File: src/rtl/jmb_dad_pipe.sv
// -----------------------------------------------------------------------------
// jmb_dad_pipe
//   Two-stage pipelined signed add / round / arithmetic-shift / saturate
//   datapath with valid/ready handshakes on both sides and a sticky
//   saturation event counter.
//
//   out = sat((add_1 + add_2 [+ 2**(shift-1)]) >>> shift)
//
// Parameters
//   WIDTH     operand and result width (signed, >= 4)
//   SHIFT_W   width of the shift amount
//   SATURATE  1: clamp to the WIDTH signed range, 0: wrap (drop MSBs)
//   CNT_W     saturation event counter width
//
// Ports
//   clock, reset_n        rising-edge clock, asynchronous active-low reset
//   in_valid / in_ready   input handshake (in_ready is combinational)
//   add_1, add_2          signed operands
//   shift, round_en       shift amount and round-half-up enable
//   out_valid / out_ready output handshake
//   out, sat              result and its clamp/wrap flag (qualified by out_valid)
//   sat_count, cnt_clr    delivered saturated beats (sticky at all-ones), clear
// -----------------------------------------------------------------------------
module jmb_dad_pipe #(
    parameter int unsigned WIDTH    = 16,
    parameter int unsigned SHIFT_W  = 5,
    parameter bit          SATURATE = 1'b1,
    parameter int unsigned CNT_W    = 8
) (
    input  logic               clock,
    input  logic               reset_n,
    input  logic               in_valid,
    output logic               in_ready,
    input  logic [WIDTH-1:0]   add_1,
    input  logic [WIDTH-1:0]   add_2,
    input  logic [SHIFT_W-1:0] shift,
    input  logic               round_en,
    output logic               out_valid,
    input  logic               out_ready,
    output logic [WIDTH-1:0]   out,
    output logic               sat,
    output logic [CNT_W-1:0]   sat_count,
    input  logic               cnt_clr
);

    // Rounding/shift datapath width: exact sum (WIDTH+1) plus one bit of
    // headroom so that adding the rounding constant can never overflow.
    localparam int unsigned RW = WIDTH + 2;

    // ---------------------------------------------------------------------
    // State
    // ---------------------------------------------------------------------
    logic               s1_valid_q, s1_valid_d;
    logic [WIDTH:0]     s1_sum_q,   s1_sum_d;
    logic [SHIFT_W-1:0] s1_shift_q, s1_shift_d;
    logic               s1_round_q, s1_round_d;

    logic               s2_valid_q, s2_valid_d;
    logic [WIDTH-1:0]   out_q,      out_d;
    logic               sat_q,      sat_d;

    logic [CNT_W-1:0]   cnt_q,      cnt_d;

    // ---------------------------------------------------------------------
    // Handshake
    // ---------------------------------------------------------------------
    logic s1_load;
    logic s2_load;
    logic deliver;

    always_comb begin
        s2_load  = s1_valid_q && (!s2_valid_q || out_ready);
        in_ready = !s1_valid_q || s2_load;
        s1_load  = in_valid && in_ready;
        deliver  = s2_valid_q && out_ready;
    end

    // ---------------------------------------------------------------------
    // Stage 1: exact sum, shift and round control captured together
    // ---------------------------------------------------------------------
    always_comb begin
        s1_valid_d = s1_valid_q;
        s1_sum_d   = s1_sum_q;
        s1_shift_d = s1_shift_q;
        s1_round_d = s1_round_q;
        if (s1_load) begin
            s1_valid_d = 1'b1;
            s1_sum_d   = {add_1[WIDTH-1], add_1} + {add_2[WIDTH-1], add_2};
            s1_shift_d = shift;
            s1_round_d = round_en;
        end else if (s2_load) begin
            s1_valid_d = 1'b0;
        end
    end

    // ---------------------------------------------------------------------
    // Stage 2: round, shift, range check
    // ---------------------------------------------------------------------
    logic [RW-1:0]    r_ext;
    logic [RW-1:0]    rnd_add;
    logic [RW-1:0]    r_sum;
    logic [RW-1:0]    q_full;
    logic             big_shift;
    logic             fits;
    logic [WIDTH-1:0] res;

    always_comb begin
        r_ext     = {s1_sum_q[WIDTH], s1_sum_q};
        big_shift = (32'(s1_shift_q) >= RW);

        rnd_add = '0;
        if (s1_round_q && (s1_shift_q != '0) && !big_shift) begin
            rnd_add = RW'(1) << (s1_shift_q - SHIFT_W'(1));
        end
        r_sum = r_ext + rnd_add;

        // A shift past the datapath width leaves only sign bits. With
        // rounding the constant 2**(shift-1) exceeds |sum|, so the exact
        // rounded value is non-negative and shifts out to zero.
        if (big_shift) begin
            q_full = s1_round_q ? '0 : {RW{r_ext[RW-1]}};
        end else begin
            q_full = $signed(r_sum) >>> s1_shift_q;
        end

        // q fits in WIDTH bits when all bits from WIDTH-1 upward agree.
        fits = (&q_full[RW-1:WIDTH-1]) || !(|q_full[RW-1:WIDTH-1]);

        res = q_full[WIDTH-1:0];
        if (SATURATE && !fits) begin
            res = q_full[RW-1] ? {1'b1, {(WIDTH-1){1'b0}}}
                               : {1'b0, {(WIDTH-1){1'b1}}};
        end
    end

    always_comb begin
        s2_valid_d = s2_valid_q;
        out_d      = out_q;
        sat_d      = sat_q;
        if (s2_load) begin
            s2_valid_d = 1'b1;
            out_d      = res;
            sat_d      = !fits;
        end else if (deliver) begin
            s2_valid_d = 1'b0;
        end
    end

    // ---------------------------------------------------------------------
    // Saturation event counter (clear wins over a same-cycle increment)
    // ---------------------------------------------------------------------
    always_comb begin
        cnt_d = cnt_q;
        if (cnt_clr) begin
            cnt_d = '0;
        end else if (deliver && sat_q && (cnt_q != '1)) begin
            cnt_d = cnt_q + CNT_W'(1);
        end
    end

    // ---------------------------------------------------------------------
    // Registers
    // ---------------------------------------------------------------------
    always_ff @(posedge clock or negedge reset_n) begin
        if (!reset_n) begin
            s1_valid_q <= 1'b0;
            s1_sum_q   <= '0;
            s1_shift_q <= '0;
            s1_round_q <= 1'b0;
            s2_valid_q <= 1'b0;
            out_q      <= '0;
            sat_q      <= 1'b0;
            cnt_q      <= '0;
        end else begin
            s1_valid_q <= s1_valid_d;
            s1_sum_q   <= s1_sum_d;
            s1_shift_q <= s1_shift_d;
            s1_round_q <= s1_round_d;
            s2_valid_q <= s2_valid_d;
            out_q      <= out_d;
            sat_q      <= sat_d;
            cnt_q      <= cnt_d;
        end
    end

    assign out_valid = s2_valid_q;
    assign out       = out_q;
    assign sat       = sat_q;
    assign sat_count = cnt_q;

endmodule

File: config.mk
export PLATFORM = sky130hd
export DESIGN_NAME = jmb_dad_pipe
export DESIGN_NICKNAME = d
export VERILOG_FILES = /design/src/rtl/jmb_dad_pipe.sv
export SDC_FILE = /design/constraint.sdc
export NUM_CORES = 1
export LEC_CHECK = 0
export ABC_AREA = 1
export CAP_MARGIN = 15
export CORE_MARGIN = 2
export CORE_UTILIZATION = 55
export DETAILED_ROUTE_END_ITERATION = 6
export DONT_BUFFER_PORTS = 1
export MAX_ROUTING_LAYER = met4
export PLACE_DENSITY = 0.7
export SLEW_MARGIN = 20
export SYNTH_ARGS = -nofsm -noshare
export SYNTH_HDL_FRONTEND = slang
export SYNTH_SLANG_ARGS = --single-unit
File: constraint.sdc
create_clock -name clock -period 5.5 [get_ports clock]
set_input_delay 1.375 -clock clock [delete_from_list [all_inputs] [get_ports clock]]
set_output_delay 1.375 -clock clock [all_outputs]
set_load 0.005 [all_outputs]
; Word level (Yosys, flattened, before mapping)
; Index checks and enable logic that the tools add are counted.
[op_classes]
n_bitwise = 0
n_addsub = 4
div = 0
shift = 2
n_lt_le_gt_ge = 1
muxes = 11
reduce_logical = 21
eq_ne = 1
multipliers = 0
[ops]
columns = cell, count
row1 = 18-bit 2-to-1 mux, 3
row2 = 16-bit 2-to-1 mux, 2
row3 = 18-bit adder, 1
row4 = 1-bit by 5-bit << shifter with 18-bit output (first input constant), 1
row5 = 18-bit by 5-bit >>> shifter with 18-bit output, 1
row6 = 16-bit by 16-bit adder with 17-bit output, 1
row7 = 8-bit 2-to-1 mux, 2
row8 = 8-bit by 1-bit adder with 8-bit output (second input constant), 1
row9 = 8-bit inequality test (second input constant), 1
row10 = 1-bit logical AND, 7
row11 = 2-bit nonzero test, 3
row12 = 5-bit greater-or-equal comparator (second input constant), 1
row13 = 1-bit zero test, 5
row14 = 5-bit nonzero test, 1
row15 = 5-bit by 1-bit subtractor with 5-bit output (second input constant), 1
row16 = 1-bit 2-to-1 mux, 4
row17 = 1-bit logical OR, 3
row18 = 3-bit AND reduction, 1
row19 = 3-bit OR reduction, 1
[word_totals]
word_cells = 48
input_bits = 43
rom_bits = 0
regBits = 50
out_inout_bits = 27
latchBits = 0
mem_count = 0
mem_bits_rw = 0

; Depth between registers and ports, before layout
[logic_depth]
ltp_word = 11
ltp_mapped = 32

; Least setup slack after synthesis
; No wires, ideal clock.
[synth_timing]
kind = register to register
start = reg s1_shift_q[1]
end = reg out_q[0], in the netlist out[0]
path_slack_ns = 2.046
setup_ns = 0.121
arrival_ns = 3.333
required_ns = 5.379
stages_incl_launch_ff = 27
path_buffers = 2
path_cell_list = dfrtp_1 clkbuf_1 nor2_1 inv_1 nor2_1 xor2_1 nor2_1 nand2_1 nor3_1 ha_1 nand2_2 inv_2 nand2_1 nand2_1 a21oi_1 nand2_1 nand2_2 nand2_4 nand2_4 nand2_1 nand2_1 nand2_2 nand2_2 nand3_2 a21oi_4 buf_6 a21oi_2
[synth_via]
elab_chain_cells = 11
elab_cells_between_ends = 17
[synth_lines]
columns = item, line_no
row1 = "start, declared", 55  ; logic [SHIFT_W-1:0] s1_shift_q, s1_shift_d;
row2 = "start signal, assigned", 177  ; s1_shift_q <= s1_shift_d;
row3 = 5-bit greater-or-equal comparator or 5-bit nonzero test (tied branches), "109, 112"
row4 = 1-bit zero test or 1-bit logical AND (tied branches), 112  ; if (s1_round_q && (s1_shift_q != '0) && !big_shift) begin
row5 = 1-bit logical AND, 112
row6 = 18-bit 2-to-1 mux, 112
row7 = 18-bit adder, 115  ; r_sum = r_ext + rnd_add;
row8 = 18-bit by 5-bit >>> shifter with 18-bit output, 123  ; q_full = $signed(r_sum) >>> s1_shift_q;
row9 = 18-bit 2-to-1 mux *, 120  ; if (big_shift) begin
row10 = 3-bit OR reduction, 127  ; fits = (&q_full[RW-1:WIDTH-1]) || !(|q_full[RW-1:WIDTH-1]);
row11 = 1-bit zero test, 127
row12 = 1-bit logical OR, 127
row13 = 16-bit 2-to-1 mux *, 130  ; if (SATURATE && !fits) begin
row14 = "end signal, assigned", 180  ; out_q <= out_d;
row15 = "end, declared", 59  ; logic [WIDTH-1:0] out_q, out_d;
; Mark *: on every way between the ends. The rest lies on a longest branch, timed or not.
; A chain may end at the register's enable or synchronous reset.

; Worst setup path in the final report
[layout_timing]
start = reg s1_shift_q[2]
end = reg out_q[7], in the netlist out[7]
; Same word-level chain as after synthesis.

==> results.ini <==
[routing]
finalWirelength_mm = 13.65
ant_nets = 0
drtIter0Drc = 511
highest_layer = met4
drc = 0
drt-pass1-iter-count = 5
wl_met2_mm = 5.814
viasPerCell = 5.632
wl_per_cell_um = 15.51
vias = 4956
wl_met3_um = 802
wl_met1_mm = 6.753

[synthesis]
synth.top_cell.area_share_pct = 25.28
syn_nets = 855
synth_flop_cell = dfrtp_1
synth-seq-area-share_pct = 25.28
avgSynthCellArea_um2 = 6.377
ys_types = 42
ys_seq_elements = 50
synthArstFlopShare_pct = 100.0
yosysWarningCount = 0
syn_area_um2 = 4948
synth-edff-count = 0
synth_cells = 776
yosys-top-cells-area = dfrtp_1 (25%), nand2_1 (18%), nand3_1 (9.4%)
synth_top_area_cell = dfrtp_1

[power_and_ir_drop]
p_per_area_nw_per_um2 = 306.5
cell_internal_pwr_uw = 821.3
sw_frac_of_total_pct = 47.76
p_sw_uw = 751.0
p_leak_uw = 0.002687
seq_power_share_pct = 35.5
pwr-share-clk_pct = 15.2
combPwrFrac_pct = 49.4
irDropWorstVdd_uv = 210.9

[clock_network]
cts-root-buf = clkbuf_8
clk_pin_slew_ps = 110
clockBufferDepth = 2
post-cts-setup-buffers = 0
cts_tree = done
clock_sinks = 50
cts_inserted_buffers = 5
post_cts_resized = 0
htreeDepth = 2
holdBufCountCts = 0
clkLatencyLatePin_ps = 320

[status]
outcome = finished clean

[sta]
grt_setup_unrepaired = no
finalSetupTns_ps = 0
fin_worst_skew_ps = 10.54
slew_viol_final = 0
setup_viol = 0
fmax_ghz = 0.2231
max-slew-margin-rel_pct = 40.20
finalHoldViolations = 0
worst_slew_pin_slew_ps = 894.9
min_period_over_period_pct = 81.48
min_period_ps = 4482

[critical_path]
cp-startpoint = s1_shift_q[2]
required_ps = 5690
cp-start-kind = register
worstPathArrival_ps = 4670
regToRegEndpoint = out[7]
reg2reg_slack_ps = 1020
critical_path.endpoint = out[7]
crit-reg2reg-launch = s1_shift_q[2]
cp-end-kind = register
crit_fanout = 17
crit_type = reg2reg
rr_worst_depth = 25

[placement]
place_congestion = 1.074
hpwl_mm = 11.13
dp.cells = 872
post_dp_cell_area_um2 = 5032
io_buffers = 0

[layout]
drive_gt1_share_pct = 9.197
nets = 850
stdcell_area_um2 = 5130
fill_cells = 878
final_cells = 880
antenna_cells = 0
syn2layout_area_growth_pct = 3.666

[global_route]
grt_antenna_before_repair = 0
grt_start_max_net_pins = 51
grt_pass1_vias = 4774
grt_pass1_wl_mm = 22.84
grt.overflow.total = 0
grtUsageTotal_pct = 29.71

[hold_path]
whs_path_depth = 2
hold_class = reg2reg

[floorplan]
die_h_um = 98.86
dieArea_um2 = 9772
die_w_um = 98.86
rows = 34
io_pins = 70
core-area_um2 = 8721
initial_core_util_pct = 56.74

[run]
drv_cap = 0

[sequential cells by signal, summed over array words and instances (netlist names)]
| register | cells |
|---|---|
| out | 16 |
| out_valid | 1 |
| s1_round_q | 1 |
| s1_shift_q | 5 |
| s1_sum_q | 17 |
| s1_valid_q | 1 |
| sat | 1 |
| sat_count | 8 |
[layout by cell type (no fill, tap or decap), types with 4 or more instances in the layout]
cell      instances
a21oi_1          41
a21oi_2          12
buf_4             6
clkbuf_8          5
dfrtp_1          50
ha_1             34
inv_1            88
inv_2             7
nand2_1         237
nand2_2          22
nand3_1          93
nand3_2           4
nand4_1          10
nor2_1           54
nor3_1           10
nor4_1            5
o21ai_0          43
xor2_1           11
[final cells by class]
type / count / area (um2) / area share [%]
Multi-Input combinational cell: 610 / 3233 / 63.02
Clock inverter: 3 / 28.78 / 0.5610
Inverter: 98 / 367.9 / 7.171
Timing Repair Buffer: 6 / 45.04 / 0.8780
Clock buffer: 5 / 68.82 / 1.341
Sequential cell: 50 / 1251 / 24.39
Tap cell: 108 / 135.1 / 2.634
[critical path, cell delays in order (launching register included)]
cell	delay [ps]
dfrtp_1	370
buf_4	190
nor2_2	160
inv_1	170
nor2_1	200
nor2_1	80
nor2_1	110
inv_1	80
nor2_1	110
nand2_1	150
nor3_1	280
ha_1	400
nand2_2	140
inv_2	40
nand2_1	60
nand2_1	60
a21oi_1	290
nand2_1	110
nand2_2	100
nand3_1	90
nand3_1	160
nand3_1	130
nand3_1	130
nand3_2	100
a21oi_4	490
a21oi_1	140
[metrics by stage]
step / setup slack [ps] / total power, uW / hold slack (ps) / util, %
final: 1018 / 1572 / 507.2 / 58.82
after global placement: 1341 / 1315 / 476.1 / 57.70
after detailed placement: 1134 / 1327 / 487.8 / 57.70
after global routing: 682.9 / 1702 / 537.4 / 58.82
after CTS: 1138 / 1568 / 513.2 / 58.82
after floorplan: 2046 / 1147 / 455.3 / -
[per-layer routing]
metal	track usage [%]	up-vias
met5	-	-
met4	8.430	0
met3	4.539	25
met2	43.56	178
met1	42.69	2224
li1	-	2529
[cells by family after synthesis]
family	share of synthesized area, %
buf+inv	9.381
flops	25.28
xor+xnor	2.478
compound gates	12.92
simple gates	40.53
fa+ha+maj	9.406
[worst min path at each step]
| stage | startpoint | endpoint |
|---|---|---|
| 3_5_place_dp | s1_sum_q[6] | s1_sum_q[6] |
| 6_report | s1_sum_q[7] | s1_sum_q[7] |
| 2_1_floorplan | s1_sum_q[0] | s1_sum_q[0] |
| 3_3_place_gp | s1_sum_q[6] | s1_sum_q[6] |
| 4_1_cts | s1_sum_q[6] | s1_sum_q[6] |
| 5_1_grt | s1_sum_q[7] | s1_sum_q[7] |
[cells in the mapped netlist, types with 3 or more instances]
| cell | instances |
|---|---|
| inv_1 | 88 |
| nor2_2 | 3 |
| inv_2 | 7 |
| nor2_1 | 54 |
| nand2_4 | 3 |
| buf_2 | 4 |
| nand4_1 | 10 |
| o21ai_0 | 43 |
| nand3b_1 | 3 |
| clkbuf_1 | 10 |
| ha_1 | 34 |
| a21oi_1 | 41 |
| nand3_2 | 4 |
| dfrtp_1 | 50 |
| nor4_1 | 5 |
| a21oi_2 | 12 |
| xnor2_1 | 3 |
| xor2_1 | 11 |
| clkinv_1 | 3 |
| nand2_1 | 237 |
| nor3_1 | 10 |
| nand2_2 | 22 |
| nand3_1 | 93 |
[power groups by stage]
stage,clock network [uW],logic (uW),registers [uW]
global route,254,880,569
floorplan,0,614,533
CTS,245,766,557
finish,238,776,558
detailed placement,0,763,564
global placement,0,752,562
Note: power is estimated with default switching activity, not from simulation.
